### src/rtl/uart_pkg.sv
// Shared types and helpers for the oversampling UART receiver.
package uart_pkg;

  typedef enum logic [2:0] {
    ST_IDLE,
    ST_START,
    ST_DATA,
    ST_PARITY,
    ST_STOP,
    ST_BREAK
  } state_e;

  localparam int unsigned PAR_NONE = 0;
  localparam int unsigned PAR_ODD  = 1;
  localparam int unsigned PAR_EVEN = 2;

  function automatic logic maj3(input logic a, input logic b, input logic c);
    return (a & b) | (a & c) | (b & c);
  endfunction

endpackage

### src/rtl/uart_rx_param_if.sv
// Receiver control, serial input and word handshake bundle.
interface uart_rx_param_if #(
  parameter int unsigned DATA_BITS = 8
);
  logic                 en;
  logic                 tick;
  logic                 rx;
  logic [DATA_BITS-1:0] out_data;
  logic                 out_valid;
  logic                 out_ready;
  logic                 out_par_err;
  logic                 out_frm_err;
  logic                 overrun;
  logic                 break_det;
  logic                 busy;

  modport master (
    output en, tick, rx, out_ready,
    input  out_data, out_valid, out_par_err, out_frm_err, overrun, break_det, busy
  );

  modport slave (
    input  en, tick, rx, out_ready,
    output out_data, out_valid, out_par_err, out_frm_err, overrun, break_det, busy
  );
endinterface

### src/rtl/uart_rx_sampler.sv
// rx synchroniser, tick-qualified oversample counter and 3-sample majority vote.
module uart_rx_sampler
  import uart_pkg::*;
#(
  parameter int unsigned OVERSAMPLE  = 16,
  parameter int unsigned SYNC_STAGES = 2
) (
  input  logic clk,
  input  logic rst_n,
  input  logic tick_i,
  input  logic clr_i,
  input  logic rx_i,
  output logic rxs_o,
  output logic strobe_c,
  output logic wrap_c,
  output logic bitval_c
);
  localparam int unsigned CW = $clog2(OVERSAMPLE);
  localparam int unsigned M  = OVERSAMPLE / 2;

  logic [SYNC_STAGES-1:0] sync_q;
  logic [CW-1:0]          cnt_q, cnt_d;
  logic                   s0_q, s1_q;

  assign rxs_o = sync_q[SYNC_STAGES-1];

  always_ff @(posedge clk) begin
    if (!rst_n) begin
      sync_q <= '1;
      cnt_q  <= '0;
      s0_q   <= 1'b0;
      s1_q   <= 1'b0;
    end else begin
      sync_q <= {sync_q[SYNC_STAGES-2:0], rx_i};
      cnt_q  <= cnt_d;
      if (tick_i && cnt_q == CW'(M - 1)) s0_q <= rxs_o;
      if (tick_i && cnt_q == CW'(M))     s1_q <= rxs_o;
    end
  end

  always_comb begin
    cnt_d = cnt_q;
    if (clr_i)       cnt_d = '0;
    else if (tick_i) cnt_d = (cnt_q == CW'(OVERSAMPLE - 1)) ? '0 : cnt_q + CW'(1);
  end

  // Third sample is the live synchronised value at tick M+1.
  assign strobe_c = tick_i && !clr_i && (cnt_q == CW'(M + 1));
  assign wrap_c   = tick_i && !clr_i && (cnt_q == CW'(OVERSAMPLE - 1));
  assign bitval_c = maj3(s0_q, s1_q, rxs_o);

endmodule

### src/rtl/uart_rx_param.sv
// Oversampling UART receiver: frame FSM, parity/framing/break checks and word holding register.
module uart_rx_param
  import uart_pkg::*;
#(
  parameter int unsigned DATA_BITS   = 8,
  parameter int unsigned PARITY      = 0,
  parameter int unsigned STOP_BITS   = 1,
  parameter int unsigned OVERSAMPLE  = 16,
  parameter int unsigned SYNC_STAGES = 2
) (
  input logic            clk,
  input logic            rst_n,
  uart_rx_param_if.slave bus
);
  localparam int unsigned BW = 4;

  state_e               state_q;
  logic [DATA_BITS-1:0] data_q, odata_q;
  logic [BW-1:0]        bidx_q;
  logic                 perr_q, ferr_q, pbit_q, armed_q, busy_q, dlv_q, brk_q;
  logic                 ovalid_q, opar_q, ofrm_q, ovr_q;
  logic                 rxs, strobe_c, wrap_c, bitval_c, clr_c, is_break_c;

  assign clr_c = (state_q == ST_IDLE) || (state_q == ST_BREAK) || !bus.en;

  uart_rx_sampler #(
    .OVERSAMPLE (OVERSAMPLE),
    .SYNC_STAGES(SYNC_STAGES)
  ) u_sampler (
    .clk     (clk),
    .rst_n   (rst_n),
    .tick_i  (bus.tick),
    .clr_i   (clr_c),
    .rx_i    (bus.rx),
    .rxs_o   (rxs),
    .strobe_c(strobe_c),
    .wrap_c  (wrap_c),
    .bitval_c(bitval_c)
  );

  assign is_break_c = (bidx_q == BW'(0)) && (data_q == '0) &&
                      ((PARITY == PAR_NONE) || !pbit_q) && !bitval_c;

  always_ff @(posedge clk) begin
    if (!rst_n) begin
      state_q <= ST_IDLE;
      data_q  <= '0;
      bidx_q  <= '0;
      perr_q  <= 1'b0;
      ferr_q  <= 1'b0;
      pbit_q  <= 1'b0;
      armed_q <= 1'b0;
      busy_q  <= 1'b0;
      dlv_q   <= 1'b0;
      brk_q   <= 1'b0;
    end else begin
      dlv_q <= 1'b0;
      brk_q <= 1'b0;
      // A start is only accepted after rxs has been seen idle while enabled.
      if (!bus.en)  armed_q <= 1'b0;
      else if (rxs) armed_q <= 1'b1;
      if (!bus.en) begin
        state_q <= ST_IDLE;
        busy_q  <= 1'b0;
      end else begin
        case (state_q)
          ST_IDLE: if (bus.tick && armed_q && !rxs) begin
            state_q <= ST_START;
            busy_q  <= 1'b1;
            bidx_q  <= '0;
            perr_q  <= 1'b0;
            ferr_q  <= 1'b0;
            pbit_q  <= 1'b0;
          end
          ST_START: begin
            if (strobe_c && bitval_c) begin
              state_q <= ST_IDLE;
              busy_q  <= 1'b0;
            end else if (wrap_c) begin
              state_q <= ST_DATA;
            end
          end
          ST_DATA: begin
            if (strobe_c) data_q <= {bitval_c, data_q[DATA_BITS-1:1]};
            if (wrap_c) begin
              if (bidx_q == BW'(DATA_BITS - 1)) begin
                bidx_q  <= '0;
                state_q <= (PARITY == PAR_NONE) ? ST_STOP : ST_PARITY;
              end else begin
                bidx_q <= bidx_q + BW'(1);
              end
            end
          end
          ST_PARITY: begin
            if (strobe_c) begin
              pbit_q <= bitval_c;
              perr_q <= ((^data_q) ^ bitval_c) != (PARITY == PAR_ODD);
            end else if (wrap_c) begin
              state_q <= ST_STOP;
            end
          end
          ST_STOP: begin
            if (strobe_c) begin
              if (is_break_c) begin
                state_q <= ST_BREAK;
                busy_q  <= 1'b0;
                brk_q   <= 1'b1;
              end else begin
                ferr_q <= ferr_q | ~bitval_c;
                if (bidx_q == BW'(STOP_BITS - 1)) begin
                  state_q <= ST_IDLE;
                  busy_q  <= 1'b0;
                  dlv_q   <= 1'b1;
                end
              end
            end else if (wrap_c) begin
              bidx_q <= bidx_q + BW'(1);
            end
          end
          ST_BREAK: if (rxs) state_q <= ST_IDLE;
          default:  state_q <= ST_IDLE;
        endcase
      end
    end
  end

  // Holding register: a delivery into a full, unaccepted register is dropped as overrun.
  always_ff @(posedge clk) begin
    if (!rst_n) begin
      odata_q  <= '0;
      ovalid_q <= 1'b0;
      opar_q   <= 1'b0;
      ofrm_q   <= 1'b0;
      ovr_q    <= 1'b0;
    end else begin
      ovr_q <= 1'b0;
      if (dlv_q) begin
        if (!ovalid_q || bus.out_ready) begin
          odata_q  <= data_q;
          opar_q   <= perr_q;
          ofrm_q   <= ferr_q;
          ovalid_q <= 1'b1;
        end else begin
          ovr_q <= 1'b1;
        end
      end else if (ovalid_q && bus.out_ready) begin
        ovalid_q <= 1'b0;
      end
    end
  end

  assign bus.out_data    = odata_q;
  assign bus.out_valid   = ovalid_q;
  assign bus.out_par_err = opar_q;
  assign bus.out_frm_err = ofrm_q;
  assign bus.overrun     = ovr_q;
  assign bus.break_det   = brk_q;
  assign bus.busy        = busy_q;

endmodule

### src/flat_wrapper.sv
// flat-port wrapper written by rule: the top's interface ports become plain ports
module uart_rx_param_flat import uart_pkg::*;
#(
  parameter int unsigned DATA_BITS   = 8,
  parameter int unsigned PARITY      = 0,
  parameter int unsigned STOP_BITS   = 1,
  parameter int unsigned OVERSAMPLE  = 16,
  parameter int unsigned SYNC_STAGES = 2
)
  (clk, rst_n, bus_en, bus_tick, bus_rx, bus_out_ready, bus_out_data, bus_out_valid, bus_out_par_err, bus_out_frm_err, bus_overrun, bus_break_det, bus_busy);
  uart_rx_param_if #(.DATA_BITS(DATA_BITS)) bus_i ();
  input logic clk;
  input logic rst_n;
  input wire logic [$bits(bus_i.en)-1:0] bus_en;
  input wire logic [$bits(bus_i.tick)-1:0] bus_tick;
  input wire logic [$bits(bus_i.rx)-1:0] bus_rx;
  input wire logic [$bits(bus_i.out_ready)-1:0] bus_out_ready;
  output wire logic [$bits(bus_i.out_data)-1:0] bus_out_data;
  output wire logic [$bits(bus_i.out_valid)-1:0] bus_out_valid;
  output wire logic [$bits(bus_i.out_par_err)-1:0] bus_out_par_err;
  output wire logic [$bits(bus_i.out_frm_err)-1:0] bus_out_frm_err;
  output wire logic [$bits(bus_i.overrun)-1:0] bus_overrun;
  output wire logic [$bits(bus_i.break_det)-1:0] bus_break_det;
  output wire logic [$bits(bus_i.busy)-1:0] bus_busy;
  assign bus_i.en = bus_en;
  assign bus_i.tick = bus_tick;
  assign bus_i.rx = bus_rx;
  assign bus_i.out_ready = bus_out_ready;
  assign bus_out_data = bus_i.out_data;
  assign bus_out_valid = bus_i.out_valid;
  assign bus_out_par_err = bus_i.out_par_err;
  assign bus_out_frm_err = bus_i.out_frm_err;
  assign bus_overrun = bus_i.overrun;
  assign bus_break_det = bus_i.break_det;
  assign bus_busy = bus_i.busy;
  uart_rx_param #(.DATA_BITS(DATA_BITS), .PARITY(PARITY), .STOP_BITS(STOP_BITS), .OVERSAMPLE(OVERSAMPLE), .SYNC_STAGES(SYNC_STAGES)) u_core (.clk(clk), .rst_n(rst_n), .bus(bus_i));
endmodule
### config.mk
export PLATFORM = sky130hd
export DESIGN_NAME = uart_rx_param_flat
export DESIGN_NICKNAME = d
export VERILOG_FILES = /design/src/rtl/uart_pkg.sv /design/src/rtl/uart_rx_param_if.sv /design/src/rtl/uart_rx_sampler.sv /design/src/rtl/uart_rx_param.sv /design/src/flat_wrapper.sv
export SDC_FILE = /design/constraint.sdc
export NUM_CORES = 1
export LEC_CHECK = 0
export CORE_MARGIN = 4
export CORE_UTILIZATION = 55
export CTS_BUF_LIST = sky130_fd_sc_hd__clkbuf_4 sky130_fd_sc_hd__clkbuf_8
export CTS_CLUSTER_DIAMETER = 40
export DETAILED_ROUTE_END_ITERATION = 12
export GPL_TIMING_DRIVEN = 0
export PLACE_DENSITY = 0.84
export SETUP_SLACK_MARGIN = 0.05
export SLEW_MARGIN = 20
export SYNTH_ARGS = -nofsm -noshare
export SYNTH_HDL_FRONTEND = slang
export SYNTH_SLANG_ARGS = --single-unit
### constraint.sdc
create_clock -name clk -period 2.7 [get_ports clk]
set_input_delay 0.81 -clock clk [delete_from_list [all_inputs] [get_ports clk]]
set_output_delay 0.81 -clock clk [all_outputs]
set_load 0.005 [all_outputs]
==> qor.yml <==
ys_ff_latch: 41
cp.required_ns: 2.93
grt_max_degree: 13
reg2reg_from: "u_core.u_sampler.cnt_q[1]"
worstSkewPairLatency_ns: 0.30
timing.final.crit_share: 0.821
relSlewSlack: 0.657
cpPeakStageDelay_ns: 0.62
cts_root_buffer: "clkbuf_8"
coreArea_um2: 3470
postLayoutCellArea_um2: 2420
reg2regPathDepth: 7
hold_depth: 1
r2r_slack_ns: 0.79
cts_tree: "done"
fin_skew_ns: 0.00483
ctsHoldBuffers: 0
dieArea_um2: 4800
gp_congestion: 0.959
layout_min_cycle_time_ns: 2.22
die_height_um: 69.3
path_cells: "clkdlybuf4s50_1 -> and2_1 -> clkbuf_1 -> o21ai_0 -> a21oi_1"
cts_buffer_depth: 2
ys.flop_type: "dfxtp_1"
min-delay-start: "u_core.u_sampler.sync_q[0]"
hold_viol_final: 0
worst_pin_slew_ns: 0.510
cp.depth: 5
clk_pin_slew_ns: 0.08
pin_count: 20
min_to: "u_core.u_sampler.sync_q[1]"
via_per_inst: 5.43
dp_cells: 305
nFillCells: 303
initial_utilization: 0.595
cts_setup_buffers: 0
postSynthCellCount: 241
nets: 281
crit_buf_inv: 2
yosysWarningCount: 0
setup_tns_ns: 0
cp_top_family: "buffers and inverters"
status: "complete, no violations"
drtIter0Drc: 135
via_count: 1699
wirelength_um: 4230
rsz0062_at_grt: "false"
syn2layout_area_growth_pct: 17.3
cts.sinks: 41
crit_path_end_kind: "register"
fin_cells: 313
drv_cap: 0
power_mw: 1.16
grt_pass1_vias: 1525
placed_cell_area_um2: 2300
crit_start: "bus_en"
hold_class: "reg2reg"
grt_usage: 0.181
report.final.slew_viol_count: 0
cts_resized: 0
gr-total-overflow: 0
antenna_found_initial: 0
cts_buffers: 5
slowest_stage: "clkdlybuf4s50_1"
path_max_fanout: 9
synthArstFlopShare: 0
irDropWorstVdd_mv: 0.360
hpwl_um: 3140
crit_arrival_ns: 2.44
power.density_nw_per_um2: 480
cts-htree-levels: 2
fmax_mhz: 451
io_buffer_count: 18
yosys.cell_types.count: 42
grt_pass1_wl_um: 7040
syn_avg_cell_area_um2: 8.57
route.detailed.drc: 0
postSynthNetCount: 256
netlist_area_um2: 2060
fp-row-count: 21
diodes: 0
crit_path_start_kind: "input port"
synth-seq-area-share: 0.398
post_drt_wl_per_cell_um: 13.5
drive_above_1_share: 0.0674
setup_violations: 0
hold_slack_ns: 0.407
p_leak_nw: 0.952
dr.pass1.iters: 4
critPathKind: "in2reg"
reg2reg_to: "u_core.state_q[0]"
synth_edf_count: 0
ant_nets: 0
die_w_um: 69.3
cell usage in the layout (no fill, tap or decap), types with 2 or more instances in the layout:
cell type / count
nor3b_1: 2
o21a_1: 4
xnor2_1: 3
and3_1: 2
o21ai_1: 2
nand2b_1: 8
clkdlybuf4s50_1: 18
or2_1: 2
a21boi_0: 5
a21oi_1: 15
clkbuf_8: 6
ha_1: 9
and3b_1: 2
and2_1: 2
nand2_1: 15
xor2_1: 3
or3_1: 2
o21ai_0: 11
a31oi_1: 2
clkbuf_1: 6
mux2i_1: 14
nor3_1: 3
nor2_1: 20
buf_2: 4
nand3_1: 11
dfxtp_1: 41
nand4b_1: 2
nor2b_1: 22
inv_1: 14
cell families after synthesis:
kind of cell | share of synthesized area
DFF | 0.398
xor gates and xnor gates | 0.0255
muxes | 0.0679
adders and majority gates | 0.0600
and+or+nand+nor | 0.264
AOI/OAI and AO/OA | 0.135
buffers and inverters | 0.0497
registers in the layout, summed over array words and instances, names as in the netlist:
signal / flops
u_core.bus.out_data: 8
u_core.data_q: 8
u_core.bidx_q: 4
u_core.u_sampler.cnt_q: 4
u_core.state_q: 3
u_core.u_sampler.sync_q: 2
u_core.armed_q: 1
u_core.bus.break_det: 1
u_core.bus.busy: 1
u_core.bus.out_frm_err: 1
u_core.bus.out_par_err: 1
u_core.bus.out_valid: 1
u_core.bus.overrun: 1
u_core.dlv_q: 1
u_core.ferr_q: 1
u_core.perr_q: 1
u_core.u_sampler.s0_q: 1
u_core.u_sampler.s1_q: 1
worst register-to-register path, cell delays in order (launching register included):
cell,delay (ns)
dfxtp_1,0.41
inv_1,0.09
ha_1,0.18
and4b_4,0.22
nor3b_2,0.17
nor3_1,0.33
o211ai_1,0.23
mux2i_1,0.16
worst max path at each step:
stage,endpoint,slack [ns]
floorplan,u_core.perr_q,0.71
global placement,u_core.u_sampler.cnt_q[3],0.21
detailed placement,u_core.bus.out_data[3],0.17
CTS,u_core.bus.out_data[3],0.48
global route,u_core.bus.out_data[3],0.29
finish,u_core.u_sampler.cnt_q[3],0.48
Yosys cell counts (all sizes together), types with 4 or more instances:
library cell	count	area, um^2
buf	5	27.5
a21oi	15	75.1
mux2i	14	140
nor2	20	75.1
a21boi	6	45.1
nand2b	8	50.1
ha	9	113
nand3	11	55.1
o21ai	13	65.1
clkbuf	6	22.5
nand2	15	56.3
o21a	4	30.0
nor2b	22	138
inv	14	52.6
dfxtp	41	821
per-stage QoR:
stage | util | setup slack (ns)
floorplan | - | 0.708
global placement | 0.664 | 0.214
detailed placement | 0.664 | 0.167
CTS | 0.698 | 0.476
global route | 0.698 | 0.291
finish | 0.698 | 0.484
area by class of cell:
cell class              instances  area [um^2]  area share
well taps                      46         57.6      0.0238
repair buffers                 18          180      0.0744
multi-input cells             175         1140       0.471
clock inverters                 1         30.0      0.0124
plain buffers                  11         50.0      0.0207
inverters                      14         52.6      0.0217
flip-flops and latches         41          821       0.339
clock buffers                   7         90.1      0.0372
metal layers:
| layer | up-vias | part of all wire | GRT usage |
|---|---|---|---|
| met4 | 0 | 0.023 | 0.0976 |
| met1 | 762 | 0.46 | 0.244 |
| met5 | - | 0 | 0 |
| met2 | 54 | 0.44 | 0.255 |
| li1 | 872 | - | - |
| met3 | 11 | 0.073 | 0.0565 |
power breakdown:
| group | switching [mW] | internal [mW] | total (mW) |
|---|---|---|---|
| clock network | 0.207 | 0.311 | 0.518 |
| logic | 0.0182 | 0.0177 | 0.0358 |
| registers | 0.00256 | 0.607 | 0.609 |
(Power assumes the default switching activity.)
